--- src/rtl/el2_mem_init.sv ---
// DCCM initialization sequencer: zero-fills every bank word with matching check bits, then passes core traffic through.
// Optional read-back verify pass is built when EL2_MEM_INIT_VERIFY_EN is defined.
module el2_mem_init #(
  parameter int unsigned NUM_BANKS  = 4,
  parameter int unsigned ADDR_WIDTH = 12,
  parameter int unsigned DEPTH      = 4096,
  parameter int unsigned DATA_WIDTH = 32,
  parameter int unsigned ECC_WIDTH  = 7,
  parameter logic [ECC_WIDTH-1:0] ZERO_ECC = 7'h00
) (
  input  logic                            clk,
  input  logic                            rst_l,
  input  logic                            init_req,
  output logic                            init_done,
  output logic                            core_stall,
  input  logic [NUM_BANKS-1:0]            core_clken,
  input  logic [NUM_BANKS-1:0]            core_wren_bank,
  input  logic [NUM_BANKS*ADDR_WIDTH-1:0] core_addr_bank,
  input  logic [NUM_BANKS*DATA_WIDTH-1:0] core_wr_data_bank,
  input  logic [NUM_BANKS*ECC_WIDTH-1:0]  core_wr_ecc_bank,
  output logic [NUM_BANKS*DATA_WIDTH-1:0] core_bank_dout,
  output logic [NUM_BANKS*ECC_WIDTH-1:0]  core_bank_ecc,
  output logic [NUM_BANKS-1:0]            mem_clken,
  output logic [NUM_BANKS-1:0]            mem_wren_bank,
  output logic [NUM_BANKS*ADDR_WIDTH-1:0] mem_addr_bank,
  output logic [NUM_BANKS*DATA_WIDTH-1:0] mem_wr_data_bank,
  output logic [NUM_BANKS*ECC_WIDTH-1:0]  mem_wr_ecc_bank,
  input  logic [NUM_BANKS*DATA_WIDTH-1:0] mem_bank_dout,
  input  logic [NUM_BANKS*ECC_WIDTH-1:0]  mem_bank_ecc,
  output logic                            init_err
);

  localparam int unsigned CNT_W = $clog2(DEPTH);
  localparam logic [CNT_W-1:0] CNT_LAST = CNT_W'(DEPTH - 1);

  typedef enum logic [1:0] {
    IDLE    = 2'd0,
    INIT_WR = 2'd1,
    VERIFY  = 2'd2,
    DONE    = 2'd3
  } state_e;

  state_e            state_q, state_d;
  logic [CNT_W-1:0]  cnt_q, cnt_d;
  logic [ADDR_WIDTH-1:0] cnt_addr;

  assign cnt_addr = ADDR_WIDTH'(cnt_q);

`ifdef EL2_MEM_INIT_VERIFY_EN
  // tail_q marks the trailing compare-only cycle; cmp_vld_q means last cycle issued a read
  logic tail_q, tail_d;
  logic cmp_vld_q, cmp_vld_d;
  logic err_q, err_d;
  logic rd_bad;

  assign rd_bad = (|mem_bank_dout) || (mem_bank_ecc != {NUM_BANKS{ZERO_ECC}});
`endif

  always_comb begin
    state_d = state_q;
    cnt_d   = cnt_q;
`ifdef EL2_MEM_INIT_VERIFY_EN
    tail_d    = tail_q;
    cmp_vld_d = (state_q == VERIFY) && !tail_q;
    err_d     = err_q;
    if (cmp_vld_q && rd_bad) err_d = 1'b1;
`endif
    case (state_q)
      IDLE: begin
        state_d = INIT_WR;
        cnt_d   = '0;
      end
      INIT_WR: begin
        if (cnt_q == CNT_LAST) begin
          cnt_d = '0;
`ifdef EL2_MEM_INIT_VERIFY_EN
          state_d = VERIFY;
          tail_d  = 1'b0;
`else
          state_d = DONE;
`endif
        end else begin
          cnt_d = cnt_q + 1'b1;
        end
      end
`ifdef EL2_MEM_INIT_VERIFY_EN
      VERIFY: begin
        if (tail_q) begin
          state_d = DONE;
          tail_d  = 1'b0;
        end else if (cnt_q == CNT_LAST) begin
          cnt_d  = '0;
          tail_d = 1'b1;
        end else begin
          cnt_d = cnt_q + 1'b1;
        end
      end
`endif
      DONE: begin
        if (init_req) begin
          state_d = INIT_WR;
          cnt_d   = '0;
`ifdef EL2_MEM_INIT_VERIFY_EN
          err_d   = 1'b0;
`endif
        end
      end
      default: begin
        state_d = IDLE;
        cnt_d   = '0;
      end
    endcase
  end

  always_ff @(posedge clk or negedge rst_l) begin
    if (!rst_l) begin
      state_q <= IDLE;
      cnt_q   <= '0;
`ifdef EL2_MEM_INIT_VERIFY_EN
      tail_q    <= 1'b0;
      cmp_vld_q <= 1'b0;
      err_q     <= 1'b0;
`endif
    end else begin
      state_q <= state_d;
      cnt_q   <= cnt_d;
`ifdef EL2_MEM_INIT_VERIFY_EN
      tail_q    <= tail_d;
      cmp_vld_q <= cmp_vld_d;
      err_q     <= err_d;
`endif
    end
  end

`ifdef EL2_MEM_INIT_VERIFY_EN
  assign init_err = err_q;
`else
  assign init_err = 1'b0;
`endif

  assign init_done  = (state_q == DONE);
  assign core_stall = ~init_done;

  // Bank-port ownership: sequencer drives the macros everywhere except DONE
  always_comb begin
    mem_clken        = '0;
    mem_wren_bank    = '0;
    mem_addr_bank    = '0;
    mem_wr_data_bank = '0;
    mem_wr_ecc_bank  = '0;
    core_bank_dout   = '0;
    core_bank_ecc    = '0;
    case (state_q)
      INIT_WR: begin
        mem_clken       = {NUM_BANKS{1'b1}};
        mem_wren_bank   = {NUM_BANKS{1'b1}};
        mem_addr_bank   = {NUM_BANKS{cnt_addr}};
        mem_wr_ecc_bank = {NUM_BANKS{ZERO_ECC}};
      end
`ifdef EL2_MEM_INIT_VERIFY_EN
      VERIFY: begin
        if (!tail_q) begin
          mem_clken     = {NUM_BANKS{1'b1}};
          mem_addr_bank = {NUM_BANKS{cnt_addr}};
        end
      end
`endif
      DONE: begin
        mem_clken        = core_clken;
        mem_wren_bank    = core_wren_bank;
        mem_addr_bank    = core_addr_bank;
        mem_wr_data_bank = core_wr_data_bank;
        mem_wr_ecc_bank  = core_wr_ecc_bank;
        core_bank_dout   = mem_bank_dout;
        core_bank_ecc    = mem_bank_ecc;
      end
      default: begin
        mem_clken = '0;
      end
    endcase
  end

endmodule

--- config.mk ---
export PLATFORM = sky130hd
export DESIGN_NAME = el2_mem_init
export DESIGN_NICKNAME = d
export VERILOG_FILES = /design/src/rtl/el2_mem_init.sv
export SDC_FILE = /design/constraint.sdc
export NUM_CORES = 1
export LEC_CHECK = 0
export ABC_AREA = 1
export BUFFER_PORTS_ARGS = -buffer_cell sky130_fd_sc_hd__buf_4
export CORE_AREA = 2 2 287 289
export DETAILED_ROUTE_END_ITERATION = 10
export DIE_AREA = 0 0 289 291
export GPL_TIMING_DRIVEN = 0
export PLACE_DENSITY = 0.3
export SYNTH_ARGS = -nofsm -noshare
export SYNTH_HDL_FRONTEND = slang
export SYNTH_SLANG_ARGS = --single-unit
--- constraint.sdc ---
create_clock -name clk -period 1.6 [get_ports clk]
set_input_delay 0 -clock clk [delete_from_list [all_inputs] [get_ports clk]]
set_output_delay 0 -clock clk [all_outputs]
set_load 0.005 [all_outputs]
==> key figures <==
Status
  – Status: completed

Min path
  – HP Class: primary input to asynchronous set/reset pin

Detailed routing
  – Router iterations before antenna repair: 7
  – Final wirelength: 43300 µm
  – DR vias: 7747
  – Post-DRT Antenna Nets: 0
  – Vias per Instance: 2.84
  – DRT iter0 DRCs: 276
  – Detailed-route wire length per cell: 15.9 µm
  – DRC: 0

Critical path
  – RR Endpoint: cnt_addr[5]
  – Worst R2R Path Depth: 6
  – Critical path peak fanout: 10
  – CP top delay family: buffers and inverters
  – CP Buf/Inv Count: 3
  – Slowest cell on crit path: dfrtp_2
  – CP Launch Point: state_q[0]
  – WP depth: 5
  – Register-to-register setup slack: 0.17 ns
  – Req. time, crit path: 1.60 ns
  – CP endpoint kind: output port
  – Worst-path cell chain: nand2_8, buf_6, clkbuf_4, nor2_1, buf_4
  – R2r startpoint: cnt_addr[1]
  – Startpoint Class: register
  – Critical Path AT: 1.59 ns
  – CP max stage delay: 0.42 ns
  – CP Capture Point: mem_wr_data_bank[78]
  – Kind of critical path: register to output port

Finish
  – Layout Utilization: 0.138
  – Final instance area: 11200 µm²
  – Reg area: 354 µm²
  – Commonest cells after routing, fill and taps aside: 759 x buf_4, 323 x inv_1, 308 x nor2_1
  – Multi-input logic area: 2190 µm²
  – Layout area overhead: 186%
  – Fill cell count: 9556
  – Nets: 2025
  – Post-Layout Cell Count: 2728
  – Most common cell after layout, fill and taps aside: buf_4
  – Share of post-route cells with drive strength above 1: 0.510

Clocking
  – Cts bufs inserted: 3
  – Clock sinks: 14
  – Worst-Skew Late Latency: 0.24 ns
  – CTS tree: yes
  – Longest Clk Path Bufs: 2
  – Root Buffer: clkbuf_16
  – Maximum level of the CTS H-tree: 1
  – Clk slew on worst S/H paths: 0.05 ns

Floorplanning
  – Core area: 81200 µm²
  – Initial core utilization: 0.0482
  – Die Span Y: 291 µm
  – Top-Level Pins: 742
  – Horiz. Die Dim: 289 µm
  – Area of the die: 84100 µm²
  – Placement Rows: 105

Power
  – Peak VDD IR: 205 µV
  – Total Power: 1.81 mW
  – P_leak: 7.15 nW
  – Power Density: 161 nW/µm²

STA
  – Fin. max-slew vios: 0
  – Fin crit period: 1.59 ns
  – Unrepaired setup endpoints after global routing: yes
  – Fin crit share: 0.993
  – Final setup vio count: 0
  – Hold Vio Cnt, Final: 0
  – Fmax: 629 MHz
  – Setup Skew: 0.00345 ns
  – Setup TNS: 0 ns

Synthesis
  – Syn_area_per_cell: 4.34 µm²
  – Warnings from Yosys: 0
  – Syn nets: 1274
  – #FFs+latches synth: 14
  – Netlist cell types: 24
  – Synthesized area: 3920 µm²
  – Post-Syn Instances: 902
  – Sequential share of the synthesized area: 0.0895

Global route
  – Largest net degree at the start of global routing: 15
  – Remaining global-route overflow: 0
  – Total track usage: 0.0942
  – Initial antenna violation count: 14
  – First-pass GRT wire length: 56500 µm
  – Vias in the first global route: 7795

Placed design
  – I/O Buffers: 740
  – Dpl cell area: 10800 µm²
  – DP Cell Count: 2712
  – GPL Wtd Cong: 0.927
  – HPWL Detailed: 39900 µm

Run
  – Max_cap viols: 0
cell type report:
| cell class | instances | share of cell area |
|---|---|---|
| Timing Repair Buffer | 748 | 0.501 |
| Multi-Input combinational cell | 518 | 0.195 |
| Tap cell | 1070 | 0.119 |
| Inverter | 326 | 0.109 |
| Buffer | 42 | 0.0340 |
| Sequential cell | 14 | 0.0316 |
| Clock buffer | 4 | 0.00792 |
| Antenna cell | 6 | 0.00134 |
cell usage after synthesis (all sizes together):
master	number	area, µm²
nand4	2	12.5
ha	1	12.5
dfrtp	14	350
inv	326	1220
a21oi	3	26.3
xor2	1	8.76
nand2	151	569
nand3	18	108
conb	1	3.75
buf	44	285
o21bai	1	7.51
o21ai	9	45.0
nor2	331	1260
worst min-delay path by stage:
stage / end / slack (ns) / cells past startpoint / start
finish: cnt_addr[11] / 0.16 / 2 / rst_l
global route: cnt_addr[5] / 0.20 / 2 / rst_l
CTS: cnt_addr[11] / 0.17 / 2 / rst_l
detailed placement: cnt_addr[7] / -0.12 / 1 / rst_l
global placement: cnt_addr[11] / -0.12 / 1 / rst_l
floorplan: cnt_addr[0] / -0.30 / 0 / rst_l
routing by layer:
| layer | track usage | vias to the layer above | part of all wire |
|---|---|---|---|
| met5 | 0 | - | 0.00097 |
| met4 | 0.0137 | 8 | 0.012 |
| met3 | 0.0343 | 30 | 0.12 |
| met2 | 0.165 | 425 | 0.48 |
| met1 | 0.111 | 3391 | 0.39 |
| li1 | - | 3893 | - |
registers in the layout, indices dropped and copies added (netlist names):
name,count
state_q,2
cnt_addr,12
power by group:
| group | switching [mW] | internal [mW] |
|---|---|---|
| Clock | 0.149 | 0.379 |
| Sequential | 0 | 0.355 |
| Combinational | 0.302 | 0.626 |
metrics by stage:
stage                     setup WS (ns)  hold slack [ns]
final                            0.0113            0.162
after global routing            -0.0195            0.197
after CTS                      -0.00354            0.173
after detailed placement         -0.573           -0.120
after global placement           -0.590           -0.120
after floorplan                   0.313           -0.296
kinds of logic after synthesis:
logic type	share of synthesized area
AND/OR/NAND/NOR	0.499
buffers and inverters	0.385
flip-flops	0.0895
AO/OA/AOI/OAI	0.0201
XOR/XNOR	0.00224
adder cells (fa/ha/maj)	0.00320
other	0.000958
what timing repair did:
item                       CTS  global route
hold buffers                 1             0
pin swaps                    0             3
hold endpoints to repair    14             0
setup buffers                3             4
resized for setup           59            36
setup endpoints to repair  362            93
No activity file was read; power rests on OpenSTA's default activity.
